<file path="src/rtl/color_judge_pkg.sv">
// Shared constants, FSM state type and RGB565 -> RGB888 expansion for the colour class judge.
package color_judge_pkg;

  localparam int CH_W  = 8;
  localparam int R_OFS = 16;
  localparam int G_OFS = 8;
  localparam int B_OFS = 0;

  localparam int R565_HI = 15;
  localparam int R565_LO = 11;
  localparam int G565_HI = 10;
  localparam int G565_LO = 5;
  localparam int B565_HI = 4;
  localparam int B565_LO = 0;

  typedef enum logic [1:0] {IDLE, COUNT, DRAIN, DECIDE} state_e;

  // MSBs are replicated into the new LSBs so full-scale 5/6-bit values map to 255.
  function automatic logic [3*CH_W-1:0] rgb565_to_888(input logic [15:0] p);
    logic [4:0] r;
    logic [5:0] g;
    logic [4:0] b;
    r = p[R565_HI:R565_LO];
    g = p[G565_HI:G565_LO];
    b = p[B565_HI:B565_LO];
    return {r, r[4:2], g, g[5:4], b, b[4:2]};
  endfunction

endpackage

</file>
<file path="src/rtl/color_class_judge_if.sv">
// Pixel stream in, per-frame decision out, for the colour class judge.
interface color_class_judge_if #(
  parameter int N_CLASS = 2,
  parameter int CLS_W   = 3
);
  // pix_valid qualifies pix_rgb for one cycle; there is no backpressure, every
  // qualified pixel is taken while a frame is open. frame_start/frame_end and
  // result_valid are single-cycle pulses; result_* hold until the next result_valid.
  logic               pix_valid;
  logic [15:0]        pix_rgb;
  logic               frame_start;
  logic               frame_end;
  logic               result_valid;
  logic [N_CLASS-1:0] result_onehot;
  logic [CLS_W-1:0]   result_idx;
  logic               result_none;

  modport master (
    output pix_valid, pix_rgb, frame_start, frame_end,
    input  result_valid, result_onehot, result_idx, result_none
  );

  modport slave (
    input  pix_valid, pix_rgb, frame_start, frame_end,
    output result_valid, result_onehot, result_idx, result_none
  );
endinterface

</file>
<file path="src/rtl/color_range_cmp.sv">
// One expanded pixel against one class's inclusive RGB box; lo > hi on a channel never matches.
module color_range_cmp
  import color_judge_pkg::*;
(
  input  logic [3*CH_W-1:0] rgb,
  input  logic [3*CH_W-1:0] lo,
  input  logic [3*CH_W-1:0] hi,
  output logic              hit
);

  function automatic logic in_box(input logic [CH_W-1:0] v,
                                  input logic [CH_W-1:0] l,
                                  input logic [CH_W-1:0] h);
    return (v >= l) && (v <= h);
  endfunction

  assign hit = in_box(rgb[R_OFS +: CH_W], lo[R_OFS +: CH_W], hi[R_OFS +: CH_W]) &&
               in_box(rgb[G_OFS +: CH_W], lo[G_OFS +: CH_W], hi[G_OFS +: CH_W]) &&
               in_box(rgb[B_OFS +: CH_W], lo[B_OFS +: CH_W], hi[B_OFS +: CH_W]);

endmodule

</file>
<file path="src/rtl/color_class_judge.sv">
// Per-frame colour classifier: counts per-class box matches and reports the lowest-index qualifying class.
// Define COLOR_JUDGE_HYST_EN to publish a decision only after HYST_FRAMES identical raw decisions.
module color_class_judge
  import color_judge_pkg::*;
#(
  parameter int N_CLASS     = 2,
  parameter int CNT_W       = 20,
  parameter int CLS_W       = 3,
  parameter int HYST_FRAMES = 3
) (
  input  logic                      clk,
  input  logic                      rst_n,
  color_class_judge_if.slave        bus,
  input  logic [3*CH_W*N_CLASS-1:0] cfg_lo,
  input  logic [3*CH_W*N_CLASS-1:0] cfg_hi,
  input  logic [CNT_W-1:0]          cfg_min_cnt,
  output logic [N_CLASS-1:0]        class_hit,
  output logic                      busy,
  output state_e                    dbg_state
);

  localparam logic [CNT_W-1:0] CNT_MAX = '1;

  if (N_CLASS < 1 || N_CLASS > 8 || (1 << CLS_W) < N_CLASS || HYST_FRAMES < 1) begin : g_bad_param
    $error("color_class_judge: inconsistent N_CLASS/CLS_W/HYST_FRAMES");
  end

  state_e                    state_q, state_d;
  logic                      drain_q;
  logic                      start_acc;
  logic                      pix_acc;
  logic                      commit;
  logic [3*CH_W*N_CLASS-1:0] sh_lo, sh_hi, use_lo, use_hi;
  logic [CNT_W-1:0]          sh_min;
  logic [CNT_W-1:0]          cnt_q [N_CLASS];
  logic [3*CH_W-1:0]         pix888;
  logic [N_CLASS-1:0]        hit_d;
  logic                      raw_none;
  logic [CLS_W-1:0]          raw_idx;
  logic [N_CLASS-1:0]        raw_onehot;
  logic                      res_valid_q, res_none_q;
  logic [CLS_W-1:0]          res_idx_q;
  logic [N_CLASS-1:0]        res_onehot_q;

  always_ff @(posedge clk or negedge rst_n) begin
    if (!rst_n) state_q <= IDLE;
    else        state_q <= state_d;
  end

  // frame_start outside IDLE/COUNT is ignored: the previous frame's decision is still in flight.
  always_comb begin
    state_d   = state_q;
    start_acc = 1'b0;
    case (state_q)
      IDLE: begin
        if (bus.frame_start) begin
          start_acc = 1'b1;
          state_d   = COUNT;
        end
      end
      COUNT: begin
        if (bus.frame_start)    start_acc = 1'b1;
        else if (bus.frame_end) state_d   = DRAIN;
      end
      DRAIN:   if (drain_q) state_d = DECIDE;
      DECIDE:  state_d = IDLE;
      default: state_d = IDLE;
    endcase
  end

  assign busy      = (state_q == COUNT);
  assign dbg_state = state_q;

  // Two DRAIN cycles let the last pixel pass the hit and counter stages.
  always_ff @(posedge clk or negedge rst_n) begin
    if (!rst_n) drain_q <= 1'b0;
    else        drain_q <= (state_q == DRAIN) ? ~drain_q : 1'b0;
  end

  always_ff @(posedge clk or negedge rst_n) begin
    if (!rst_n) begin
      sh_lo  <= '0;
      sh_hi  <= '0;
      sh_min <= '0;
    end else if (start_acc) begin
      sh_lo  <= cfg_lo;
      sh_hi  <= cfg_hi;
      sh_min <= cfg_min_cnt;
    end
  end

  // A pixel arriving with frame_start belongs to the new frame, so it sees the new bounds.
  assign use_lo  = start_acc ? cfg_lo : sh_lo;
  assign use_hi  = start_acc ? cfg_hi : sh_hi;
  assign pix888  = rgb565_to_888(bus.pix_rgb);
  assign pix_acc = bus.pix_valid && (start_acc || (state_q == COUNT));

  for (genvar k = 0; k < N_CLASS; k++) begin : g_cmp
    color_range_cmp u_cmp (
      .rgb (pix888),
      .lo  (use_lo[k*3*CH_W +: 3*CH_W]),
      .hi  (use_hi[k*3*CH_W +: 3*CH_W]),
      .hit (hit_d[k])
    );
  end

  always_ff @(posedge clk or negedge rst_n) begin
    if (!rst_n) class_hit <= '0;
    else        class_hit <= pix_acc ? hit_d : '0;
  end

  // Clearing on frame_start also drops an old-frame hit still in the pipe.
  always_ff @(posedge clk or negedge rst_n) begin
    if (!rst_n) begin
      for (int k = 0; k < N_CLASS; k++) cnt_q[k] <= '0;
    end else begin
      for (int k = 0; k < N_CLASS; k++) begin
        if (start_acc)                               cnt_q[k] <= '0;
        else if (class_hit[k] && cnt_q[k] != CNT_MAX) cnt_q[k] <= cnt_q[k] + 1'b1;
      end
    end
  end

  always_comb begin
    raw_none   = 1'b1;
    raw_idx    = '0;
    raw_onehot = '0;
    for (int k = N_CLASS - 1; k >= 0; k--) begin
      if (cnt_q[k] >= sh_min) begin
        raw_none   = 1'b0;
        raw_idx    = CLS_W'(k);
        raw_onehot = '0;
        raw_onehot[k] = 1'b1;
      end
    end
  end

`ifdef COLOR_JUDGE_HYST_EN
  localparam int AG_W = $clog2(HYST_FRAMES + 1);

  logic [AG_W-1:0]  agree_q, agree_d;
  logic             prev_none_q;
  logic [CLS_W-1:0] prev_idx_q;
  logic             same_raw;

  // agree_q == 0 means no decision seen since reset.
  assign same_raw = (agree_q != '0) && (raw_none == prev_none_q) && (raw_idx == prev_idx_q);

  always_comb begin
    agree_d = AG_W'(1);
    if (same_raw) agree_d = (agree_q == AG_W'(HYST_FRAMES)) ? agree_q : agree_q + 1'b1;
  end

  always_ff @(posedge clk or negedge rst_n) begin
    if (!rst_n) begin
      agree_q     <= '0;
      prev_none_q <= 1'b1;
      prev_idx_q  <= '0;
    end else if (state_q == DECIDE) begin
      agree_q     <= agree_d;
      prev_none_q <= raw_none;
      prev_idx_q  <= raw_idx;
    end
  end

  assign commit = (state_q == DECIDE) && (agree_d == AG_W'(HYST_FRAMES)) &&
                  ({raw_none, raw_idx} != {res_none_q, res_idx_q});
`else
  assign commit = (state_q == DECIDE);
`endif

  always_ff @(posedge clk or negedge rst_n) begin
    if (!rst_n) begin
      res_valid_q  <= 1'b0;
      res_none_q   <= 1'b1;
      res_idx_q    <= '0;
      res_onehot_q <= '0;
    end else begin
      res_valid_q <= 1'b0;
      if (commit) begin
        res_valid_q  <= 1'b1;
        res_none_q   <= raw_none;
        res_idx_q    <= raw_idx;
        res_onehot_q <= raw_onehot;
      end
    end
  end

  assign bus.result_valid  = res_valid_q;
  assign bus.result_none   = res_none_q;
  assign bus.result_idx    = res_idx_q;
  assign bus.result_onehot = res_onehot_q;

endmodule
</file>
<file path="src/flat_wrapper.sv">
// flat-port wrapper written by rule: the top's interface ports become plain ports
module color_class_judge_flat import color_judge_pkg::*;
#(
  parameter int N_CLASS     = 2,
  parameter int CNT_W       = 20,
  parameter int CLS_W       = 3,
  parameter int HYST_FRAMES = 3
)
  (clk, rst_n, cfg_lo, cfg_hi, cfg_min_cnt, class_hit, busy, dbg_state, bus_pix_valid, bus_pix_rgb, bus_frame_start, bus_frame_end, bus_result_valid, bus_result_onehot, bus_result_idx, bus_result_none);
  color_class_judge_if #(.N_CLASS(N_CLASS), .CLS_W(CLS_W)) bus_i ();
  input  logic clk;
  input  logic rst_n;
  input  logic [3*CH_W*N_CLASS-1:0] cfg_lo;
  input  logic [3*CH_W*N_CLASS-1:0] cfg_hi;
  input  logic [CNT_W-1:0] cfg_min_cnt;
  output logic [N_CLASS-1:0] class_hit;
  output logic busy;
  output state_e dbg_state;
  input wire logic [$bits(bus_i.pix_valid)-1:0] bus_pix_valid;
  input wire logic [$bits(bus_i.pix_rgb)-1:0] bus_pix_rgb;
  input wire logic [$bits(bus_i.frame_start)-1:0] bus_frame_start;
  input wire logic [$bits(bus_i.frame_end)-1:0] bus_frame_end;
  output wire logic [$bits(bus_i.result_valid)-1:0] bus_result_valid;
  output wire logic [$bits(bus_i.result_onehot)-1:0] bus_result_onehot;
  output wire logic [$bits(bus_i.result_idx)-1:0] bus_result_idx;
  output wire logic [$bits(bus_i.result_none)-1:0] bus_result_none;
  assign bus_i.pix_valid = bus_pix_valid;
  assign bus_i.pix_rgb = bus_pix_rgb;
  assign bus_i.frame_start = bus_frame_start;
  assign bus_i.frame_end = bus_frame_end;
  assign bus_result_valid = bus_i.result_valid;
  assign bus_result_onehot = bus_i.result_onehot;
  assign bus_result_idx = bus_i.result_idx;
  assign bus_result_none = bus_i.result_none;
  color_class_judge #(.N_CLASS(N_CLASS), .CNT_W(CNT_W), .CLS_W(CLS_W), .HYST_FRAMES(HYST_FRAMES)) u_core (.clk(clk), .rst_n(rst_n), .bus(bus_i), .cfg_lo(cfg_lo), .cfg_hi(cfg_hi), .cfg_min_cnt(cfg_min_cnt), .class_hit(class_hit), .busy(busy), .dbg_state(dbg_state));
endmodule
</file>
<file path="config.mk">
export PLATFORM = sky130hd
export DESIGN_NAME = color_class_judge_flat
export DESIGN_NICKNAME = d
export VERILOG_FILES = /design/src/rtl/color_judge_pkg.sv /design/src/rtl/color_class_judge_if.sv /design/src/rtl/color_range_cmp.sv /design/src/rtl/color_class_judge.sv /design/src/flat_wrapper.sv
export SDC_FILE = /design/constraint.sdc
export NUM_CORES = 1
export LEC_CHECK = 0
export ABC_AREA = 1
export CORE_ASPECT_RATIO = 1.2
export CORE_MARGIN = 4
export CORE_UTILIZATION = 45
export DETAILED_ROUTE_END_ITERATION = 12
export PLACE_DENSITY = 0.68
export SLEW_MARGIN = 20
export SYNTH_ARGS = -nofsm -noshare
export SYNTH_HDL_FRONTEND = slang
export SYNTH_SLANG_ARGS = --single-unit
</file>
<file path="constraint.sdc">
create_clock -name clk -period 3.1 [get_ports clk]
set_input_delay 0.62 -clock clk [delete_from_list [all_inputs] [get_ports clk]]
set_output_delay 0.62 -clock clk [all_outputs]
set_load 0.03 [all_outputs]
</file>
# Word level (Yosys, flattened, before mapping)
# Index checks and enable logic that the tools add are counted.
word_totals:
  register_bits: 168
  latchBits: 0
  mem_bits_rw: 0
  mem_bits_ro: 0
  in_bits: 137
  out_inout_bits: 12
  n_memories: 0
classes:
  add_sub_neg: 2
  multipliers: 0
  div_mod_pow: 0
  magnitude_cmp: 14
  eq_ne: 9
  shift: 0
  mux: 22
  n_bitwise: 1
  n_reduce_logical: 19
op_table:
  columns: ["operator", "n"]
  rows:
  - ["48-bit two-way mux", 2]
  - ["20-bit two-way mux", 4]
  - ["8-bit greater-or-equal comparator", 6]
  - ["8-bit <= comparator", 6]
  - ["20-bit by 1-bit adder with 20-bit output (second input constant)", 2]
  - ["20-bit greater-or-equal comparator", 2]
  - ["20-bit inequality test (second input constant)", 2]
  - ["2-bit two-way mux", 7]
  - ["1-bit logical AND", 13]
  - ["1-bit two-way mux", 8]
  - ["2-bit one-hot mux with 4 select lines", 1]
  - ["2-bit equality test (second input constant)", 2]
  - ["2-bit by 1-bit inequality test with 1-bit output (second input constant)", 2]
  - ["2-bit inequality test (second input constant)", 2]
  - ["4-bit AND reduction", 1]
  - ["2-bit nonzero test", 2]
  - ["2-bit by 1-bit equality test with 1-bit output (second input constant)", 1]
  - ["2-bit logical NOT", 1]
  - ["2-bit OR reduction", 1]
  - ["1-bit logical OR", 1]
  - ["1-bit inverter", 1]

# Longest topological paths before layout
depth:
  word_depth: 9
  mapped_depth: 22
  mapped_depth_nobuf: 19

# Modules after synthesis
# From an unflattened synthesis, not the netlist that was laid out.
hier_totals:
  hier_cells: 1471
  area_unflattened_um2: 10963.0
modules_own_cells:
  columns: ["module", "n_inst", "cells_each", "area_per_inst_um2", "seq_area_each_um2"]
  rows:
  - ["color_class_judge", 1, 1045, 8385.5, 4130.2]
  - ["color_range_cmp", 2, 213, 1288.7, 0.0]

# Worst setup path before layout
# No wires, ideal clock.
synth_timing:
  path_kind: "register to register"
  from: "register u_core.state_q[1], in the netlist u_core.dbg_state[1]"
  to: "register u_core.class_hit[1]"
  setup_ns: 0.071
  t_arrival_ns: 2.804
  slack_ns: 0.225
  path_stages_with_launch: 21
  period_less_slack_ns: 2.875
  path_cell_list: "dfrtp_1 inv_1 ha_1 o21ai_2 inv_2 buf_2 clkbuf_1 or2_0 o21ai_0 ha_1 nand2_1 inv_1 nand2_1 nand2_1 nand2_1 nand2_1 nand2_1 nand2_1 nor2_1 nand3_1 nor2_1"
synth_via:
  elab_chain_len: 9
  word_cells_on_any_way: 20
synth_rtl:
  columns: ["element", "line_no", "source"]
  rows:
  - ["from (decl)", "color_class_judge.sv:28", "state_e state_q, state_d;"]
  - ["from (signal assigned)", "color_class_judge.sv:47", "else state_q <= state_d;"]
  - ["2-bit by 1-bit equality test with 1-bit output *", null, null]
  - ["via busy", "flat_wrapper.sv:17", "output logic busy;"]
  - ["2-bit OR reduction (no line)", null, null]
  - ["1-bit two-way mux", null, null]
  - ["48-bit two-way mux", null, null]
  - ["8-bit greater-or-equal comparator or 8-bit <= comparator (tied branches)", "color_range_cmp.sv:14", "return (v >= l) && (v <= h);"]
  - ["1-bit logical AND", "color_range_cmp.sv:14", null]
  - ["1-bit logical AND", "color_range_cmp.sv:17", "assign hit = in_box(rgb[R_OFS +: CH_W], lo[R_OFS +: CH_W], hi[R_OFS +: CH_W]) &&"]
  - ["1-bit logical AND", "color_range_cmp.sv:18", "in_box(rgb[G_OFS +: CH_W], lo[G_OFS +: CH_W], hi[G_OFS +: CH_W]) &&"]
  - ["2-bit two-way mux *", "color_class_judge.sv:109", "else class_hit <= pix_acc ? hit_d : '0;"]
  - ["to (signal assigned)", "color_class_judge.sv:109", null]
  - ["to (decl)", "color_class_judge.sv:17", "output logic [N_CLASS-1:0] class_hit,"]
# The timed path passes the listed nets; every way through them passes the cells marked *.
# A chain may end at the register's enable or synchronous reset.

# Final worst setup path
layout_timing:
  from: "register u_core.state_q[0], in the netlist u_core.dbg_state[0]"
  to: "register u_core.class_hit[0]"
layout_via:
  elab_chain_len: 9
  word_cells_on_any_way: 20
layout_rtl:
  columns: ["element", "line_no"]
  rows:
  - ["2-bit by 1-bit equality test with 1-bit output or 2-bit logical NOT (tied branches)", "color_class_judge.sv:54, color_class_judge.sv:96"]
  - ["2-bit OR reduction (no line)", null]
  - ["1-bit two-way mux", null]
  - ["48-bit two-way mux", null]
  - ["8-bit greater-or-equal comparator or 8-bit <= comparator (tied branches)", "color_range_cmp.sv:14"]
  - ["1-bit logical AND", "color_range_cmp.sv:14"]
  - ["1-bit logical AND", "color_range_cmp.sv:17"]
  - ["1-bit logical AND", "color_range_cmp.sv:18"]
  - ["2-bit two-way mux *", "color_class_judge.sv:109"]
# Mark *: on every way between the ends. The rest lies on a longest branch, timed or not.

==> impl_metrics.env <==
export IMPL_outcome="complete, no violations"
export IMPL_path_max_fanout=19
export IMPL_layout_commonest_cell="sky130_fd_sc_hd__nand2_1"
export IMPL_yosysTopAreaCellShare=0.386
export IMPL_timing_max_cap_violations=0
export IMPL_synth_edff_count=0
export IMPL_ctsHtreeMaxLevel=4
export IMPL_finish_net_count=1773
export IMPL_vias_per_cell=4.97
export IMPL_post_route_drc_count=0
export IMPL_total_count_of_hold_check_failures_in_the_final_report=0
export IMPL_slew_viol_final=0
export IMPL_n_fill_cell=2140
export IMPL_clk_path_buf_depth=2
export IMPL_post_synth_main_area_contributors="sky130_fd_sc_hd__dfrtp_1, sky130_fd_sc_hd__ha_1, sky130_fd_sc_hd__nand2_1, sky130_fd_sc_hd__inv_1, sky130_fd_sc_hd__o21ai_0"
export IMPL_max_slew_worst_pin_slew_ps=727
export IMPL_fp_dieW_um=148
export IMPL_worst_setup_path_end_kind="flip-flop"
export IMPL_detail_route_wl_per_cell_um=15.3
export IMPL_worstHoldPathType="input pin to async pin"
export IMPL_port_buffers=146
export IMPL_clk_insertion_delay_late_ps=440
export IMPL_timing_reg2reg_setup_slack_ps=250
export IMPL_initial_utilization=0.458
export IMPL_crit_required_ps=3470
export IMPL_number_of_global_route_vias_before_repair=9101
export IMPL_flow_area_growth_from_synthesis_pct=24.9
export IMPL_critical_path_startpoint_type="flip-flop"
export IMPL_chipHeight_um=176
export IMPL_first_pass_grt_wire_length_mm=45.5
export IMPL_die_area_sq_mm=0.0262
export IMPL_clock_slew_at_the_register_clock_pins_of_the_worst_setup_and_hold_paths_ps=60
export IMPL_critical_path_endpoint="u_core.class_hit[0]$_DFF_PN0_"
export IMPL_post_route_cells_drive_above_1_share=0.0764
export IMPL_worst_case_vdd_ir_drop_uv=461
export IMPL_synthCells=1332
export IMPL_library_cell_used_as_clock_root_buffer="sky130_fd_sc_hd__clkbuf_16"
export IMPL_time_the_worst_path_needs_with_i_o_delays_and_setup_ps=2850
export IMPL_globalplace_congestion=0.893
export IMPL_design_core_area_sq_mm=0.0232
export IMPL_grt_setup_unrepaired="no"
export IMPL_postSynth_asyncResetShare=1.00
export IMPL_netlist_area_sq_mm=0.0106
export IMPL_cellLeakagePower_nw=6.39
export IMPL_pin_count_of_the_biggest_net_entering_global_routing=74
export IMPL_std_cell_rows=61
export IMPL_cts_tree="built"
export IMPL_yosysSeqAreaShare=0.388
export IMPL_diodes=0
export IMPL_cts_hold_buffers=0
export IMPL_worst_endpoint_arrival_ps=3220
export IMPL_reg2reg_depth=16
export IMPL_finalClockSkew_ps=9.93
export IMPL_initialDrtViolationCount=523
export IMPL_most_common_layout_cells="sky130_fd_sc_hd__nand2_1, sky130_fd_sc_hd__inv_1, sky130_fd_sc_hd__dfrtp_1, sky130_fd_sc_hd__clkdlybuf4s50_1, sky130_fd_sc_hd__ha_1"
export IMPL_multi_input_comb_area_sq_mm=0.00557
export IMPL_worst_slew_margin_rel=0.515
export IMPL_dr_total_vias=9059
export IMPL_clock_sink_count=165
export IMPL_yosys_register_bits=165
export IMPL_post_route_period_util=0.920
export IMPL_initial_antenna_violation_count=0
export IMPL_r2r_end="u_core.class_hit[0]$_DFF_PN0_"
export IMPL_setup_viol=0
export IMPL_power_density_mw_per_mm2=802
export IMPL_grt_ovfl_total=0
export IMPL_drt_pass1_iterations=5
export IMPL_synth_warnings=0
export IMPL_fmax_mhz=351
export IMPL_criticalPathCategory="flip-flop to flip-flop"
export IMPL_syn_mean_instance_area_sq_um=7.99
export IMPL_ys_flop_type="sky130_fd_sc_hd__dfrtp_1"
export IMPL_totalNegativeSetupSlack_ps=0
export IMPL_fin_total_pwr_w=0.0107
export IMPL_critPathLaunch="u_core.dbg_state[0]$_DFFE_PN0P_"
export IMPL_cts_buffers=17
export IMPL_synth_largest_area_cell="sky130_fd_sc_hd__dfrtp_1"
export IMPL_yosys_cell_types_count=40
export IMPL_holdWs_ps=197
export IMPL_globalRouteTotalUtil=0.218
export IMPL_dp_final_hpwl_mm=21.2
export IMPL_route_antenna_remaining_nets=0
export IMPL_critical_path_reg2reg_startpoint="u_core.dbg_state[0]$_DFFE_PN0P_"
export IMPL_pin_count=149
export IMPL_register_area_sq_mm=0.00413
export IMPL_wl_mm=27.9
worst min-delay path by stage:
stage | startpoint | endpoint
finish | rst_n | u_core.sh_min[6]$_DFFE_PN0N_
global route | rst_n | u_core.sh_min[6]$_DFFE_PN0N_
CTS | rst_n | u_core.sh_min[6]$_DFFE_PN0N_
detailed placement | u_core.drain_q$_DFF_PN0_ | u_core.drain_q$_DFF_PN0_
global placement | u_core.drain_q$_DFF_PN0_ | u_core.drain_q$_DFF_PN0_
floorplan | rst_n | u_core.bus.result_onehot[0]$_DFFE_PN0P_
power breakdown:
group,internal [W],switching [W]
Combinational,0.00218,0.00304
Clock,0.00131,0.000911
Sequential,0.00296,0.000250
Total,0.00645,0.00421
cells in the mapped netlist, drive strengths merged (3+ instances only):
master,n
o21a,5
xor2,12
a21boi,3
nand3b,3
o21ai,153
nor2,83
a21oi,62
inv,203
nand3,41
a21o,4
ha,143
nor3,36
clkbuf,18
buf,20
dfrtp,164
nand2,280
or2,73
nand4,21
layer usage:
layer | part of all wire | up-vias | track usage
li1 | - | 4626 | -
met3 | 0.040 | 48 | 0.0362
met2 | 0.50 | 213 | 0.378
met1 | 0.43 | 4172 | 0.274
met5 | 0 | - | 0
met4 | 0.028 | 0 | 0.0782
flip-flops by register name, indices dropped and copies added (netlist names):
signal and count:
u_core.sh_lo 48, u_core.dbg_state 2, u_core.cnt_q 40, u_core.bus.result_none 1
u_core.bus.result_valid 1, u_core.drain_q 1, u_core.sh_hi 48, u_core.bus.result_onehot 2
u_core.class_hit 2, u_core.sh_min 20
final cells by class:
class                           count  area share
Clock buffer                       20      0.0344
Clock inverter                     12      0.0116
Inverter                          203      0.0574
Multi-Input combinational cell    927       0.420
Sequential cell                   165       0.311
Tap cell                          315      0.0297
Timing Repair Buffer              179       0.137
metrics by stage:
| step | instances | setup WS (ps) | utilization | area (sq um) |
|---|---|---|---|---|
| 3_3_place_gp | 1786 | -19.5 | 0.544 | 12600 |
| 5_1_grt | 1821 | 7.80 | 0.573 | 13300 |
| 4_1_cts | 1818 | 64.7 | 0.570 | 13200 |
| 2_1_floorplan | 1333 | 225 | - | 10600 |
| 6_report | 1821 | 247 | 0.573 | 13300 |
| 3_5_place_dp | 1786 | -85.6 | 0.544 | 12600 |
logic make-up (layout without fill, tap and decap cells):
kind of cell,after synthesis,in the layout,synth area share
adders and majority gates,143,143,0.168
xor gates and xnor gates,12,12,0.00988
and+or+nand+nor,539,539,0.228
buffers and inverters,241,414,0.0890
DFF,165,165,0.388
other,1,2,0.000353
AOI/OAI and AO/OA,231,231,0.116
critical path, cell delays in order (launching register included):
cell	delay, ps
sky130_fd_sc_hd__dfrtp_1	400
sky130_fd_sc_hd__inv_1	110
sky130_fd_sc_hd__ha_1	250
sky130_fd_sc_hd__o21ai_4	230
sky130_fd_sc_hd__clkinv_2	120
sky130_fd_sc_hd__buf_6	170
sky130_fd_sc_hd__buf_4	190
sky130_fd_sc_hd__or2_2	280
sky130_fd_sc_hd__o21ai_0	120
sky130_fd_sc_hd__ha_1	310
sky130_fd_sc_hd__a21oi_2	130
sky130_fd_sc_hd__o21ai_0	100
sky130_fd_sc_hd__nand2_1	60
sky130_fd_sc_hd__nand2_1	50
sky130_fd_sc_hd__nand2_1	60
sky130_fd_sc_hd__nand4_1	100
sky130_fd_sc_hd__nor2_1	100
what timing repair did:
action                     CTS  global route
setup endpoints to repair    0             2
setup buffers                0             2
hold endpoints to repair     0             0
gates resized for setup      0             3
(Power assumes the default switching activity.)
